### src/rtl/ysyx_22040088_lsu_pkg.sv
// Shared LSU definitions: datapath widths, access-size encodings and FSM states.
package ysyx_22040088_lsu_pkg;

    localparam int LSU_XLEN = 64;
    localparam int LSU_RD_W = 5;

    localparam logic [1:0] SZ_B = 2'b00;
    localparam logic [1:0] SZ_H = 2'b01;
    localparam logic [1:0] SZ_W = 2'b10;
    localparam logic [1:0] SZ_D = 2'b11;

    typedef enum logic [1:0] {
        ST_IDLE = 2'd0,
        ST_REQ  = 2'd1,
        ST_WAIT = 2'd2,
        ST_OUT  = 2'd3
    } lsu_state_t;

endpackage

### src/rtl/ysyx_22040088_lsu_align.sv
// Combinational lane logic for the LSU: store lane shift and byte mask,
// load extract/extend, and the natural-alignment check.
module ysyx_22040088_lsu_align
    import ysyx_22040088_lsu_pkg::*;
(
    input  logic [2:0]          addr_lo,
    input  logic [1:0]          size,
    input  logic                is_unsigned,
    input  logic [LSU_XLEN-1:0] store_data,
    input  logic [LSU_XLEN-1:0] rdata,
    output logic [LSU_XLEN-1:0] wdata,
    output logic [7:0]          wmask,
    output logic [LSU_XLEN-1:0] load_data,
    output logic                misalign
);

    logic [5:0]          bit_sh;
    logic [LSU_XLEN-1:0] rep;
    logic [LSU_XLEN-1:0] lane;
    logic [7:0]          base;

    assign bit_sh = {addr_lo, 3'b000};

    always_comb begin
        rep       = '0;
        base      = '0;
        misalign  = 1'b0;
        load_data = '0;
        lane      = rdata >> bit_sh;
        case (size)
            SZ_B: begin
                rep       = {8{store_data[7:0]}};
                base      = 8'h01;
                load_data = is_unsigned ? {56'b0, lane[7:0]} : {{56{lane[7]}}, lane[7:0]};
            end
            SZ_H: begin
                rep       = {4{store_data[15:0]}};
                base      = 8'h03;
                misalign  = addr_lo[0];
                load_data = is_unsigned ? {48'b0, lane[15:0]} : {{48{lane[15]}}, lane[15:0]};
            end
            SZ_W: begin
                rep       = {2{store_data[31:0]}};
                base      = 8'h0F;
                misalign  = |addr_lo[1:0];
                load_data = is_unsigned ? {32'b0, lane[31:0]} : {{32{lane[31]}}, lane[31:0]};
            end
            default: begin
                rep       = store_data;
                base      = 8'hFF;
                misalign  = |addr_lo;
                load_data = lane;
            end
        endcase
        // Replication already fills every lane; the shift only places the active one.
        wdata = rep << bit_sh;
        wmask = base << addr_lo;
    end

endmodule

### src/rtl/ysyx_22040088_lsu.sv
// Load/store unit: one data-memory transaction per instruction, results to write-back.
// Non-memory instructions and misaligned accesses skip the bus and complete in one cycle.
module ysyx_22040088_lsu
    import ysyx_22040088_lsu_pkg::*;
#(
    parameter int XLEN = LSU_XLEN,
    parameter int RD_W = LSU_RD_W
)
(
    input  logic            clk,
    input  logic            rst,
    input  logic            in_valid,
    output logic            in_ready,
    input  logic            in_load,
    input  logic            in_store,
    input  logic [1:0]      in_size,
    input  logic            in_unsigned,
    input  logic [XLEN-1:0] in_alu_result,
    input  logic [XLEN-1:0] in_store_data,
    input  logic [RD_W-1:0] in_rd,
    input  logic            in_rd_wen,
    output logic            mem_req_valid,
    input  logic            mem_req_ready,
    output logic [XLEN-1:0] mem_req_addr,
    output logic            mem_req_wen,
    output logic [XLEN-1:0] mem_req_wdata,
    output logic [7:0]      mem_req_wmask,
    input  logic            mem_rsp_valid,
    output logic            mem_rsp_ready,
    input  logic [XLEN-1:0] mem_rsp_rdata,
    output logic            out_valid,
    input  logic            out_ready,
    output logic [XLEN-1:0] out_data,
    output logic [RD_W-1:0] out_rd,
    output logic            out_rd_wen,
    output logic            out_misalign,
    output logic [1:0]      dbg_state
);

    // Handshakes: a transfer happens on a cycle where valid & ready are both high;
    // once raised, valid and its payload hold unchanged until that transfer.

    lsu_state_t state_q, state_d;

    logic            load_q, store_q, uns_q, out_rd_wen_q, out_mis_q;
    logic [1:0]      size_q;
    logic [XLEN-1:0] addr_q, sdata_q, out_data_q;
    logic [RD_W-1:0] rd_q;

    logic            is_idle, accept, rsp_fire, in_mem, mis;
    logic [2:0]      al_addr_lo;
    logic [1:0]      al_size;
    logic [XLEN-1:0] al_wdata, al_load_data;
    logic [7:0]      al_wmask;

    assign is_idle  = (state_q == ST_IDLE);
    assign in_mem   = in_load | in_store;
    assign accept   = in_valid & in_ready;
    assign rsp_fire = mem_rsp_valid & mem_rsp_ready;

    // In IDLE the alignment check must judge the incoming instruction, not the latched one.
    assign al_addr_lo = is_idle ? in_alu_result[2:0] : addr_q[2:0];
    assign al_size    = is_idle ? in_size : size_q;

    ysyx_22040088_lsu_align u_align (
        .addr_lo    (al_addr_lo),
        .size       (al_size),
        .is_unsigned(uns_q),
        .store_data (sdata_q),
        .rdata      (mem_rsp_rdata),
        .wdata      (al_wdata),
        .wmask      (al_wmask),
        .load_data  (al_load_data),
        .misalign   (mis)
    );

    always_ff @(posedge clk or negedge rst) begin
        if (!rst) state_q <= ST_IDLE;
        else      state_q <= state_d;
    end

    always_comb begin
        state_d       = state_q;
        in_ready      = 1'b0;
        mem_req_valid = 1'b0;
        mem_rsp_ready = 1'b0;
        out_valid     = 1'b0;
        case (state_q)
            ST_IDLE: begin
                in_ready = 1'b1;
                if (in_valid) state_d = (!in_mem || mis) ? ST_OUT : ST_REQ;
            end
            ST_REQ: begin
                mem_req_valid = 1'b1;
                if (mem_req_ready) state_d = ST_WAIT;
            end
            ST_WAIT: begin
                mem_rsp_ready = 1'b1;
                if (mem_rsp_valid) state_d = ST_OUT;
            end
            ST_OUT: begin
                out_valid = 1'b1;
                if (out_ready) state_d = ST_IDLE;
            end
            default: state_d = ST_IDLE;
        endcase
    end

    always_ff @(posedge clk or negedge rst) begin
        if (!rst) begin
            load_q       <= 1'b0;
            store_q      <= 1'b0;
            uns_q        <= 1'b0;
            size_q       <= 2'b00;
            addr_q       <= '0;
            sdata_q      <= '0;
            rd_q         <= '0;
            out_data_q   <= '0;
            out_rd_wen_q <= 1'b0;
            out_mis_q    <= 1'b0;
        end else if (accept) begin
            load_q       <= in_load;
            store_q      <= in_store;
            uns_q        <= in_unsigned;
            size_q       <= in_size;
            addr_q       <= in_alu_result;
            sdata_q      <= in_store_data;
            rd_q         <= in_rd;
            // Stores, non-mem ops and misaligned accesses all report the address/ALU value.
            out_data_q   <= in_alu_result;
            out_rd_wen_q <= in_rd_wen & ~in_store & ~(in_mem & mis);
            out_mis_q    <= in_mem & mis;
        end else if (rsp_fire && load_q) begin
            out_data_q   <= al_load_data;
        end
    end

    assign mem_req_addr  = mem_req_valid ? {addr_q[XLEN-1:3], 3'b000} : '0;
    assign mem_req_wen   = mem_req_valid & store_q;
    assign mem_req_wdata = mem_req_wen ? al_wdata : '0;
    assign mem_req_wmask = mem_req_wen ? al_wmask : 8'h00;

    assign out_data     = out_data_q;
    assign out_rd       = rd_q;
    assign out_rd_wen   = out_rd_wen_q;
    assign out_misalign = out_mis_q;
    assign dbg_state    = state_q;

endmodule

### config.mk
export PLATFORM = sky130hd
export DESIGN_NAME = ysyx_22040088_lsu
export DESIGN_NICKNAME = d
export VERILOG_FILES = /design/src/rtl/ysyx_22040088_lsu_pkg.sv /design/src/rtl/ysyx_22040088_lsu_align.sv /design/src/rtl/ysyx_22040088_lsu.sv
export SDC_FILE = /design/constraint.sdc
export NUM_CORES = 1
export LEC_CHECK = 0
export CORE_MARGIN = 1
export CORE_UTILIZATION = 40
export DETAILED_ROUTE_END_ITERATION = 10
export PLACE_DENSITY = 0.82
export REMOVE_ABC_BUFFERS = 1
export SLEW_MARGIN = 20
export SYNTH_ARGS = -nofsm -noshare
export SYNTH_HDL_FRONTEND = slang
export SYNTH_SLANG_ARGS = --single-unit
### constraint.sdc
create_clock -name clk -period 7.9 [get_ports clk]
set_input_delay 2.37 -clock clk [delete_from_list [all_inputs] [get_ports clk]]
set_output_delay 2.37 -clock clk [all_outputs]
set_load 0.1 [all_outputs]
==> impl_metrics.toml, run 1 <==
[run_status]
status = "finished clean"

[logic_synthesis]
syn_inst = 1622
yosysTopAreaCell = "dfrtp_1"
syn_avg_cell_area_sq_um = 8.06
synth_top_area_share_pct = 39.4
synth_top_flop_cell = "dfrtp_1"
ys_types = 61
ys_seq_area_share_pct = 39.4
synthArstFlopShare_pct = 100
synthTopCellsByArea = "dfrtp_1 (39%), nand2_1 (16%), mux2i_1 (7.0%), mux4_2 (4.1%), a21oi_1 (3.5%)"
yosysWarnings = 0
synth_area_sq_mm = 0.0131
synth.ff_latch_count = 206
synth_edf_count = 0

[final_layout]
drive_above_1_share_pct = 11.2
final_cell_mix = "nand2_1 (541), clkdlybuf4s50_1 (346), dfrtp_1 (206)"
nFillCells = 2734
areaGrowthSynthToFinish_pct = 47.7
layout_commonest_cell = "nand2_1"
final_area_sq_mm = 0.0193
fin_cells = 2428
finalNetCount = 2188

[drt]
vias_per_cell = 5.92
drcViolationCount = 0
drtIter0Drc = 1697
drt_pre_antenna_iters = 5
routed_wl_um = 56400
ant_nets = 0
vias = 14400
routedWlPerCell_um = 23.2

[global_route]
grt_use_total_pct = 33.1
antenna_found_initial = 2
grt_pass1_vias = 14100
grt_first_pass_wirelength_um = 85000
gr-total-overflow = 0
grt_start_max_net_pins = 100

[cts]
cts_root_buf = "clkbuf_16"
cts_tree = "yes"
ctsHoldBuffers = 0
numClockSinks = 206
path_clk_slew_ps = 60
cts-buffers-inserted = 24
cts-htree-levels = 1
clock_latency_ps = 530
clockBufferDepth = 3

[worst_setup_path]
reg2reg_depth = 9
crit_slowest_cell = "xnor2_1"
r2r_slack_ps = 3390
path_max_fanout = 7
path_class = "primary input to output pin"
crit_end = "mem_req_wdata[48]"
cp-start-kind = "primary input"
cp_num_cells = 8
crit_required_ps = 5530
cpMostUsedCell = "a211oi_1"
end_kind = "output pin"
r2r-end = "out_data[28]"
path_cells = "clkdlybuf4s50_1 > mux2i_4 > xnor2_1 > o221ai_1 > o21ai_0 > a211oi_1 > a211oi_1 > buf_12"
worst-path-buf-inv = 2
r2r-start = "dbg_state[0]"
slowest_delay_ps = 790
cp_top_family = "compound AO/OA/AOI/OAI gates"
critPathLaunch = "in_size[0]"
cp.arrival_ps = 5280

[placed_design]
place.gp.congestion = 0.956
placed_cell_area_sq_mm = 0.0184
hpwl_um = 39600
placement.io_buffers = 419
dp.cells = 2384
dp_slack_ps = 200

[sta]
min_period_ps = 7650
relSlewSlack_pct = 27.3
fin_ws_ps = 248
worst_pin_slew_ps = 1090
min_period_over_period_pct = 96.9
hold_viol_final = 0
slew_violations = 0
finClkSkew_ps = 16.5
hold_slack_ps = 468
max_freq_mhz = 131
rsz0062_at_grt = "false"
setup_violations = 0

[hold_path]
holdCritPathClass = "register to register"

[floorplan]
start_util_pct = 41.0
ioPinCount = 423
fp.coreArea_sq_mm = 0.0319
design.die.area_sq_mm = 0.0334
num_rows = 65
die_y_um = 183
die_x_um = 183

[run]
maxCapViolations = 0
-- final cells by class --
class                   instances  area [sq um]  share of cell area [%]
inverters                       7          26.3                   0.136
well taps                     435           544                    2.82
diodes                          1          2.50                  0.0130
clock buffers                  33           696                    3.60
multi-input cells            1274          7430                    38.5
clock inverters                10           163                   0.842
flip-flops and latches        206          5150                    26.7
repair buffers                462          5290                    27.4
-- flip-flops by register name, summed over array words and instances, names as in the netlist --
signal	count
addr_q	64
out_data	64
sdata_q	64
out_rd	5
dbg_state	2
size_q	2
load_q	1
out_misalign	1
out_rd_wen	1
store_q	1
uns_q	1
-- Yosys cell counts (9+ instances only) --
master	n
clkbuf_1	99
nand3_1	30
o21ai_0	63
nand2b_1	12
mux2i_1	92
mux2_2	11
a211oi_1	13
or3_1	18
dfrtp_1	206
a22oi_1	12
mux4_2	24
a31oi_1	30
o221ai_1	9
and3_1	17
buf_2	25
nand2_1	543
o211ai_1	24
and2_1	64
a21oi_1	91
o22ai_1	64
nor2_1	72
-- per-stage QoR --
stage | TNS [ps] | util [%]
after floorplan | -234900 | -
after detailed placement | 0 | 57.9
after global placement | 0 | 57.9
after CTS | 0 | 60.6
final | 0 | 60.6
after global routing | 0 | 60.6
-- kinds of logic (layout without fill, tap and decap cells) --
logic type | count (synthesis) | after routing | synth area share, %
buffers and inverters | 144 | 512 | 4.57
adders and majority gates | 4 | 4 | 0.383
xor gates and xnor gates | 1 | 1 | 0.0670
other | 1 | 4 | 0.0287
and+or+nand+nor | 774 | 774 | 25.2
DFF | 206 | 206 | 39.4
AOI/OAI and AO/OA | 361 | 361 | 17.8
muxes | 131 | 131 | 12.6
-- per-layer routing --
metal	vias up	wire [um]	share of wire [%]	GRT usage (%)
met5	-	13	0.023	0
met4	2	2610	4.6	14.6
met3	183	5720	10	7.61
met2	933	26400	47	54.4
met1	6885	21700	38	41.7
li1	6365	-	-	-
-- worst reg2reg max path: cells and delay by family, from the launching register on --
family,cells,cell delay [ps]
DFF,1,420
adders and majority gates,1,770
muxes,3,1480
AOI/OAI and AO/OA,1,210
and+or+nand+nor,2,940
buffers and inverters,2,530
-- how the worst min path moves through the flow --
stage	slack [ps]	cells past startpoint	to	from
after floorplan	440	2	addr_q[10]	addr_q[10]
after global placement	450	2	addr_q[35]	addr_q[35]
after detailed placement	460	2	addr_q[45]	addr_q[45]
after CTS	470	2	addr_q[45]	addr_q[45]
after global routing	490	2	sdata_q[45]	sdata_q[45]
final	470	2	addr_q[18]	addr_q[18]
-- what timing repair did --
action | 4_1_cts | 5_1_grt
gates resized for setup | 0 | 1
setup endpoints to repair | 0 | 1
buffers inserted | 0 | 0
Power of run 1 is left out: the tool's default activity adds up to more than one toggle a clock period on the data nets, which glitch-free logic cannot reach.
==> run 2: changes to the inputs <==
==> constraint.sdc (replaced) <==
create_clock -name clk -period 7.9 [get_ports clk]
set_input_delay 1.58 -clock clk [delete_from_list [all_inputs] [get_ports clk]]
set_output_delay 1.58 -clock clk [all_outputs]
set_load 0.1 [all_outputs]
==> impl_metrics.toml, run 2 (synthesis results as in run 1) <==
[floorplan]
fp.coreArea_sq_mm = 0.0319
die_x_um = 183
num_rows = 65
ioPinCount = 423
start_util_pct = 41.0
design.die.area_sq_mm = 0.0334
die_y_um = 183

[sta]
rsz0062_at_grt = "false"
setup_tns_ps = 0
setup_violations = 0
min_period_over_period_pct = 81.4
fin_ws_ps = 1470
finClkSkew_ps = 21.9
max_freq_mhz = 156
slew_violations = 0
relSlewSlack_pct = 24.9
min_period_ps = 6430
hold_viol_final = 0
worst_pin_slew_ps = 1130

[global_route]
grt_first_pass_wirelength_um = 84100
grt_use_total_pct = 32.7
grt_pass1_vias = 14000
grt_start_max_net_pins = 102
gr-total-overflow = 0
antenna_found_initial = 2

[drt]
vias = 14400
topRoutingLayerUsed = "met4"
vias_per_cell = 5.95
drt_pre_antenna_iters = 6
met3WireLength_um = 5930
drcViolationCount = 0
routed_wl_um = 55800
ant_nets = 0
wl_met1_um = 21200
drtIter0Drc = 1609
routedWlPerCell_um = 23.1
met2_length_um = 26200

[final_layout]
drive_above_1_share_pct = 10.2
layout_commonest_cell = "nand2_1"
final_cell_mix = "nand2_1 (541), clkdlybuf4s50_1 (351), dfrtp_1 (206)"
nFillCells = 2905
finalNetCount = 2172
final_area_sq_mm = 0.0182
fin_cells = 2412
areaGrowthSynthToFinish_pct = 39.3

[placed_design]
hpwl_um = 39000
placement.io_buffers = 419
dp.cells = 2368
dp_slack_ps = 1560
place.gp.congestion = 0.946
placed_cell_area_sq_mm = 0.0174

[cts]
cts_setup_buffers = 0
clock_latency_ps = 530
cts_tree = "yes"
path_clk_slew_ps = 50
numClockSinks = 206
clockBufferDepth = 3
ctsHoldBuffers = 0
cts_root_buf = "clkbuf_16"
cts-buffers-inserted = 24
cts_resized = 0
cts-htree-levels = 1

[worst_setup_path]
crit_required_ps = 6320
r2r_slack_ps = 2710
cp-start-kind = "primary input"
path_class = "primary input to output pin"
path_max_fanout = 11
end_kind = "output pin"
cp.arrival_ps = 4850

[hold_path]
holdCritPathClass = "register to register"

[run_status]
status = "finished clean"

[run]
maxCapViolations = 0
-- run 2: changes by cell type in the layout (fill, tap and decap cells not counted) --
cell             change
buf_12              -76
nor2_4               -1
nor2_1               +1
clkinvlp_4           -1
clkdlybuf4s50_1      +5
bufinv_16            -1
inv_8                +1
buf_4               +55
clkbuf_1             +1
-- run 2: routing by layer --
metal	up-vias	global-route usage (%)
met4	0	14.0
met2	1037	53.7
met3	176	6.69
li1	6326	-
met1	6812	41.7
met5	-	0
-- run 2: area by class of cell --
class / instances / area [sq um] / share of cell area, %
antenna: 1 / 2.50 / 0.0137
tap: 435 / 544 / 2.99
sequential: 206 / 5150 / 28.3
clock inverter: 9 / 136 / 0.748
clock buffer: 34 / 699 / 3.84
multi-input combinational: 1274 / 7430 / 40.8
timing repair buffer: 446 / 4230 / 23.2
inverter: 7 / 26.3 / 0.144
-- run 2: critical path: stages --
cell and delay, ps:
clkdlybuf4s50_1 640, nor3b_1 160, nor2_2 520, buf_4 350
o221ai_1 150, a21oi_1 250, clkdlybuf4s50_1 1180
-- run 2: final timing paths --
check	startpoint	to	depth (start not counted)
worst max-delay path	in_size[0]	mem_req_wmask[5]	7
worst min-delay path	addr_q[16]	addr_q[16]	2
worst max register to register	dbg_state[0]	out_data[24]	10
worst min register to register	addr_q[16]	addr_q[16]	2
max in group asynchronous	rst	out_data[17]	2
min in group asynchronous	rst	sdata_q[43]	1
-- run 2: stage by stage --
stage	hold WS, ps	util (%)
after detailed placement	454	54.5
after CTS	469	57.2
after global placement	449	54.5
after global routing	489	57.2
final	465	57.2
after floorplan	438	-
Power of run 2 is left out for the same reason.
